### src/rtl/mem_access_stage.sv
// mem_access_stage: pipeline memory stage between execute and writeback.
// ALU-only instructions retire one cycle after acceptance. Loads and stores
// latch their operands, hold a single data-memory request until dmem_ack or
// an ack timeout, then retire with a one-cycle writeback pulse.
//
// Optional build macro: MEM_ALIGN_CHECK_EN. When defined, a memory op whose
// address is not word aligned is rejected without touching memory and
// retires with align_err. When undefined, any address is passed through and
// align_err stays low.
//
// Ports
//   clk, reset         clock, asynchronous active-high reset
//   ex_valid           execute stage offers an instruction
//   ALU_result         ALU output / memory address
//   Reg2_out           store data
//   R_dest_exec        destination register
//   mem_rd/mem_wr      load / store (both high = store)
//   reg_wr             instruction writes a register
//   stall_out          upstream must hold while high (memory access in flight)
//   dmem_req/dmem_we   memory request / write enable
//   dmem_addr/dmem_wdata  memory address / write data
//   dmem_rdata/dmem_ack   read data / access-complete strobe
//   wb_valid           one-cycle retire pulse
//   wb_data/wb_dest/wb_regwr  writeback payload
//   bus_err/align_err  one-cycle error pulses
module mem_access_stage #(
  parameter int unsigned ACK_TIMEOUT = 15
) (
  input  logic        clk,
  input  logic        reset,
  input  logic        ex_valid,
  input  logic [31:0] ALU_result,
  input  logic [31:0] Reg2_out,
  input  logic [4:0]  R_dest_exec,
  input  logic        mem_rd,
  input  logic        mem_wr,
  input  logic        reg_wr,
  output logic        stall_out,
  output logic        dmem_req,
  output logic        dmem_we,
  output logic [31:0] dmem_addr,
  output logic [31:0] dmem_wdata,
  input  logic [31:0] dmem_rdata,
  input  logic        dmem_ack,
  output logic        wb_valid,
  output logic [31:0] wb_data,
  output logic [4:0]  wb_dest,
  output logic        wb_regwr,
  output logic        bus_err,
  output logic        align_err
);

  localparam int unsigned CNT_W = (ACK_TIMEOUT > 1) ? $clog2(ACK_TIMEOUT) : 1;
  localparam logic [CNT_W-1:0] CNT_LAST =
    CNT_W'((ACK_TIMEOUT == 0) ? 32'd0 : ACK_TIMEOUT - 32'd1);

  localparam logic [0:0] IDLE   = 1'b0;
  localparam logic [0:0] ACCESS = 1'b1;

  logic [0:0]       state_q, state_d;
  logic [CNT_W-1:0] cnt_q, cnt_d;
  logic [31:0]      addr_q, addr_d;
  logic [31:0]      wdata_q, wdata_d;
  logic [4:0]       dest_q, dest_d;
  logic             we_q, we_d;
  logic             regwr_q, regwr_d;
  logic             wb_valid_q, wb_valid_d;
  logic [31:0]      wb_data_q, wb_data_d;
  logic [4:0]       wb_dest_q, wb_dest_d;
  logic             wb_regwr_q, wb_regwr_d;
  logic             bus_err_q, bus_err_d;
  logic             align_err_q, align_err_d;

  logic             misaligned;
  logic             timeout_hit;
  logic             in_access;

  // Alignment screen for incoming memory ops (compiled out by default)
`ifdef MEM_ALIGN_CHECK_EN
  assign misaligned = |ALU_result[1:0];
`else
  assign misaligned = 1'b0;
`endif

  // Last permitted ACCESS cycle without ack; a zero limit never expires
  assign timeout_hit = (ACK_TIMEOUT != 0) && (cnt_q == CNT_LAST);
  assign in_access   = (state_q == ACCESS);

  // Next-state and output logic
  always_comb begin
    state_d     = state_q;
    cnt_d       = cnt_q;
    addr_d      = addr_q;
    wdata_d     = wdata_q;
    dest_d      = dest_q;
    we_d        = we_q;
    regwr_d     = regwr_q;
    wb_valid_d  = 1'b0;
    wb_data_d   = wb_data_q;
    wb_dest_d   = wb_dest_q;
    wb_regwr_d  = wb_regwr_q;
    bus_err_d   = 1'b0;
    align_err_d = 1'b0;

    case (state_q)
      IDLE: begin
        if (ex_valid) begin
          if (!(mem_rd || mem_wr)) begin
            wb_valid_d = 1'b1;
            wb_data_d  = ALU_result;
            wb_dest_d  = R_dest_exec;
            wb_regwr_d = reg_wr;
          end else if (misaligned) begin
            wb_valid_d  = 1'b1;
            wb_data_d   = ALU_result;
            wb_dest_d   = R_dest_exec;
            wb_regwr_d  = 1'b0;
            align_err_d = 1'b1;
          end else begin
            state_d = ACCESS;
            cnt_d   = '0;
            addr_d  = ALU_result;
            wdata_d = Reg2_out;
            dest_d  = R_dest_exec;
            we_d    = mem_wr;   // rd+wr together behaves as a store
            regwr_d = reg_wr;
          end
        end
      end
      ACCESS: begin
        // Ack takes priority over an expiring timeout in the same cycle
        if (dmem_ack) begin
          state_d    = IDLE;
          wb_valid_d = 1'b1;
          wb_data_d  = we_q ? addr_q : dmem_rdata;
          wb_dest_d  = dest_q;
          wb_regwr_d = regwr_q & ~we_q;
        end else if (timeout_hit) begin
          state_d    = IDLE;
          wb_valid_d = 1'b1;
          wb_data_d  = addr_q;
          wb_dest_d  = dest_q;
          wb_regwr_d = 1'b0;
          bus_err_d  = 1'b1;
        end else begin
          cnt_d = cnt_q + CNT_W'(1);
        end
      end
      default: state_d = IDLE;
    endcase
  end

  // State and payload registers
  always_ff @(posedge clk or posedge reset) begin
    if (reset) begin
      state_q     <= IDLE;
      cnt_q       <= '0;
      addr_q      <= '0;
      wdata_q     <= '0;
      dest_q      <= '0;
      we_q        <= 1'b0;
      regwr_q     <= 1'b0;
      wb_valid_q  <= 1'b0;
      wb_data_q   <= '0;
      wb_dest_q   <= '0;
      wb_regwr_q  <= 1'b0;
      bus_err_q   <= 1'b0;
      align_err_q <= 1'b0;
    end else begin
      state_q     <= state_d;
      cnt_q       <= cnt_d;
      addr_q      <= addr_d;
      wdata_q     <= wdata_d;
      dest_q      <= dest_d;
      we_q        <= we_d;
      regwr_q     <= regwr_d;
      wb_valid_q  <= wb_valid_d;
      wb_data_q   <= wb_data_d;
      wb_dest_q   <= wb_dest_d;
      wb_regwr_q  <= wb_regwr_d;
      bus_err_q   <= bus_err_d;
      align_err_q <= align_err_d;
    end
  end

  // Memory-side outputs decode straight from registers so reset clears them at once
  assign stall_out  = in_access;
  assign dmem_req   = in_access;
  assign dmem_we    = in_access & we_q;
  assign dmem_addr  = addr_q;
  assign dmem_wdata = wdata_q;

  assign wb_valid   = wb_valid_q;
  assign wb_data    = wb_data_q;
  assign wb_dest    = wb_dest_q;
  assign wb_regwr   = wb_regwr_q;
  assign bus_err    = bus_err_q;
  assign align_err  = align_err_q;

endmodule

### config.mk
export PLATFORM = sky130hd
export DESIGN_NAME = mem_access_stage
export DESIGN_NICKNAME = d
export VERILOG_FILES = /design/src/rtl/mem_access_stage.sv
export SDC_FILE = /design/constraint.sdc
export NUM_CORES = 1
export LEC_CHECK = 0
export CORE_AREA = 4 4 155 82
export CTS_BUF_LIST = sky130_fd_sc_hd__clkbuf_4 sky130_fd_sc_hd__clkbuf_8 sky130_fd_sc_hd__clkbuf_16
export CTS_CLUSTER_SIZE = 28
export DETAILED_ROUTE_END_ITERATION = 10
export DIE_AREA = 0 0 159 86
export GPL_ROUTABILITY_DRIVEN = 0
export HOLD_SLACK_MARGIN = 0.03
export PLACE_DENSITY = 0.87
export SKIP_LAST_GASP = 1
export SYNTH_ARGS = -nofsm -noshare
export SYNTH_HDL_FRONTEND = slang
export SYNTH_SLANG_ARGS = --single-unit
### constraint.sdc
create_clock -name clk -period 5.7 [get_ports clk]
set_input_delay 1.14 -clock clk [delete_from_list [all_inputs] [get_ports clk]]
set_output_delay 1.14 -clock clk [all_outputs]
set_load 0.02 [all_outputs]
==> flow_summary_export.csv <==
group,metric,value,unit
die,pin_count,216,
critical_path,worstPathRequired,6050,ps
power,power,3.38,mW
sta,fin_crit_sh,53.0,%
critical_path,r2r_start,"dmem_req$_DFF_PP0_",
placed_design,io_buffers,214,
drt,wl_per_cell,17.5,µm
synthesis,synth.distinct_cells,32,
synthesis,syn_area_per_cell,8.72,µm²
critical_path,critPathLaunchType,"input pin",
final_layout,antenna_cells,0,
sta,finClkSkew,10.0,ps
critical_path,rr_worst_depth,5,
sta,fin_ws,2680,ps
synthesis,yosysWarnings,0,
synthesis,synth_compound_area_share,11.8,%
grt,grt_max_degree,69,
synthesis,yosys.area_share.simple,25.8,%
critical_path,crit_top_cell,"nand2_1",
run_status,status,"finished clean",
grt,grt_usage,24.6,%
synthesis,synth_xor_xnor_area_share,0.173,%
drt,num_vias,4943,
synthesis,yosysTopAreaCell,"dfrtp_1",
synthesis,synth_edf_count,0,
die,core,11500,µm²
sta,fin_crit,3020,ps
drt,totalWireLength,16.5,mm
synthesis,postSynthRegisterBits,116,
final_layout,nNetsFinal,891,
sta,setup-violations-final,0,
grt,antenna_found_initial,0,
clock_tree,clk_path_buf_depth,2,
critical_path,cp.depth,6,
die,die_y,86,µm
critical_path,r2r-end,"dmem_addr[9]$_DFFE_PP0P_",
drt,drt_pass1_iterations,5,
synthesis,synthMuxAreaShare,0,%
grt,grt.overflow.total,0,
power,power_density,431,nW/µm²
drt,route.detailed.drc,0,
critical_path,worstPathCellList,"clkdlybuf4s50_1 > nor2b_1 > o21a_2 > buf_4 > nand2_1 > nand2_1",
clock_tree,clkSinkCount,116,
synthesis,synth.top_cell.area_share,57.4,%
synthesis,syn_area,5050,µm²
sta,drv_slew,0,
clock_tree,cts-htree-levels,4,
power,p_leak,3.58,nW
power,ir_drop,0.199,mV
clock_tree,clk_latency,410,ps
sta,final_hold_viol_count,0,
die,chipWidth,159,µm
grt,grt_pass1_vias,5161,
critical_path,cp_top_family,"buffers and inverters",
grt,grt_first_pass_wirelength,26.7,mm
critical_path,r2r_slack,3330,ps
worst_hold_path,hp-start,"dmem_wdata[18]$_DFFE_PP0P_",
drt,via_per_inst,5.24,
flow_run,cap_violations,0,
synthesis,synth_seq_area_share,57.4,%
critical_path,critPathBufInv,2,
synthesis,synthArstFlopShare,100,%
critical_path,crit_fanout,45,
clock_tree,cts_tree,"done",
sta,rsz0062_at_grt,"no",
drt,antenna_left,0,
placed_design,dpl.hpwl,11.5,mm
final_layout,area_delta_synth_final,55.3,%
critical_path,worstSetupStartpoint,"ex_valid",
placed_design,place_ws,2270,ps
sta,tightest_slew,1130,ps
clock_tree,numCtsBuffers,17,
critical_path,end_kind,"register",
synthesis,ys_top_cells_by_count,"nand2_1, dfrtp_1, nor2_1",
critical_path,arrival,3370,ps
die,start_util,44.1,%
worst_hold_path,min_path_type,"reg2reg",
final_layout,drive_above_1_share,6.30,%
synthesis,synth_top_family_by_area,"simple AND/OR/NAND/NOR gates",
clock_tree,clockRootBuffer,"clkbuf_16",
critical_path,crit_path_end,"dmem_addr[9]$_DFFE_PP0P_",
synthesis,yosysMostFrequentCell,"nand2_1",
clock_tree,clkTransAtPathRegs,60,ps
clock_tree,cts_setup_buffers,0,
synthesis,yosys-top-cells-area,"dfrtp_1, nand2_1, o22a_1",
critical_path,cp_slowest_cell,"o21a_2",
sta,tns,0,ps
critical_path,slowest_delay,560,ps
die,die_area,13700,µm²
synthesis,syn_nets,690,
sta,max_freq,331,MHz
clock_tree,cts_resized,0,
synthesis,yosys.area_share.adder,0.495,%
critical_path,worst-setup-path-type,"in2reg",
sta,slew_headroom,24.6,%
clock_tree,holdBufCountCts,0,
synthesis,netlist_instances,580,
die,num_rows,28,
drt,drtIter0Drc,303,
synthesis,synth_ff_type,"dfrtp_1",
final_layout,fill_cells,836,
worst min-delay path, stage by stage, from the launching register on:
cell     delay (ps)
dfrtp_1         340
nand2_1          50
nand2_1          50
area by class of cell:
class / instances / area [µm²] / share of cell area, %
flip-flops and latches: 116 / 2900 / 37.0
repair buffers: 222 / 2200 / 28.1
multi-input cells: 420 / 1980 / 25.2
clock buffers: 18 / 433 / 5.51
well taps: 150 / 188 / 2.39
clock inverters: 14 / 131 / 1.67
inverters: 4 / 17.5 / 0.223
kinds of logic after synthesis:
logic type,after synthesis
buffers and inverters,44
and+or+nand+nor,333
DFF,116
adders and majority gates,2
xor gates and xnor gates,1
AOI/OAI and AO/OA,83
other,1
stage by stage:
step / std cells / area [µm²] / util, % / hold slack, ps
final: 944 / 7850 / 68.5 / 472
after CTS: 944 / 7850 / 68.5 / 476
after global placement: 912 / 7290 / 63.6 / 457
after floorplan: 580 / 5050 / - / 446
after detailed placement: 912 / 7290 / 63.6 / 461
after global routing: 944 / 7850 / 68.5 / 505
layer usage:
metal	share of wire [%]	vias up	global-route usage, %
met5	0	-	0
met4	1.4	0	7.48
met3	10	27	9.27
met2	46	247	39.3
met1	43	2371	31.6
li1	-	2298	-
power breakdown:
group          switching (mW)  total, mW  internal (mW)
combinational           0.623       1.19          0.564
sequential              0.155       1.20           1.04
clock                   0.389      0.997          0.608
total                    1.17       3.38           2.21
flip-flops by register name, indices dropped and copies added (netlist names):
name and flops:
we_q 1, wb_dest 5, wb_regwr 1, dmem_wdata 32, dest_q 5, cnt_q 4, dmem_req 1, wb_valid 1
bus_err 1, dmem_addr 32, regwr_q 1, wb_data 32
worst min-delay path by stage:
| stage | endpoint | cells after the start |
|---|---|---|
| floorplan | regwr_q$_DFFE_PP0P_ | 2 |
| global placement | dmem_wdata[5]$_DFFE_PP0P_ | 2 |
| detailed placement | dmem_wdata[18]$_DFFE_PP0P_ | 2 |
| CTS | dmem_wdata[18]$_DFFE_PP0P_ | 2 |
| global route | dmem_wdata[7]$_DFFE_PP0P_ | 2 |
| finish | dmem_wdata[18]$_DFFE_PP0P_ | 2 |
placed cells by master, fill, tap and decap left out, types with 2 or more instances in the layout:
cell / instances
clkinv_4: 7
nand2_1: 275
nor2_1: 36
clkbuf_16: 17
dfrtp_1: 116
nand2b_1: 2
o22a_1: 31
a21oi_1: 2
inv_1: 3
a31oi_1: 32
clkinv_2: 3
a22oi_1: 2
o22ai_1: 7
o21ai_0: 4
clkdlybuf4s50_1: 214
buf_4: 8
nand3_1: 5
nor2b_1: 2
inv_6: 2
nor2_2: 5
ha_1: 2
and2_1: 2
Note: power is estimated with default switching activity, not from simulation.
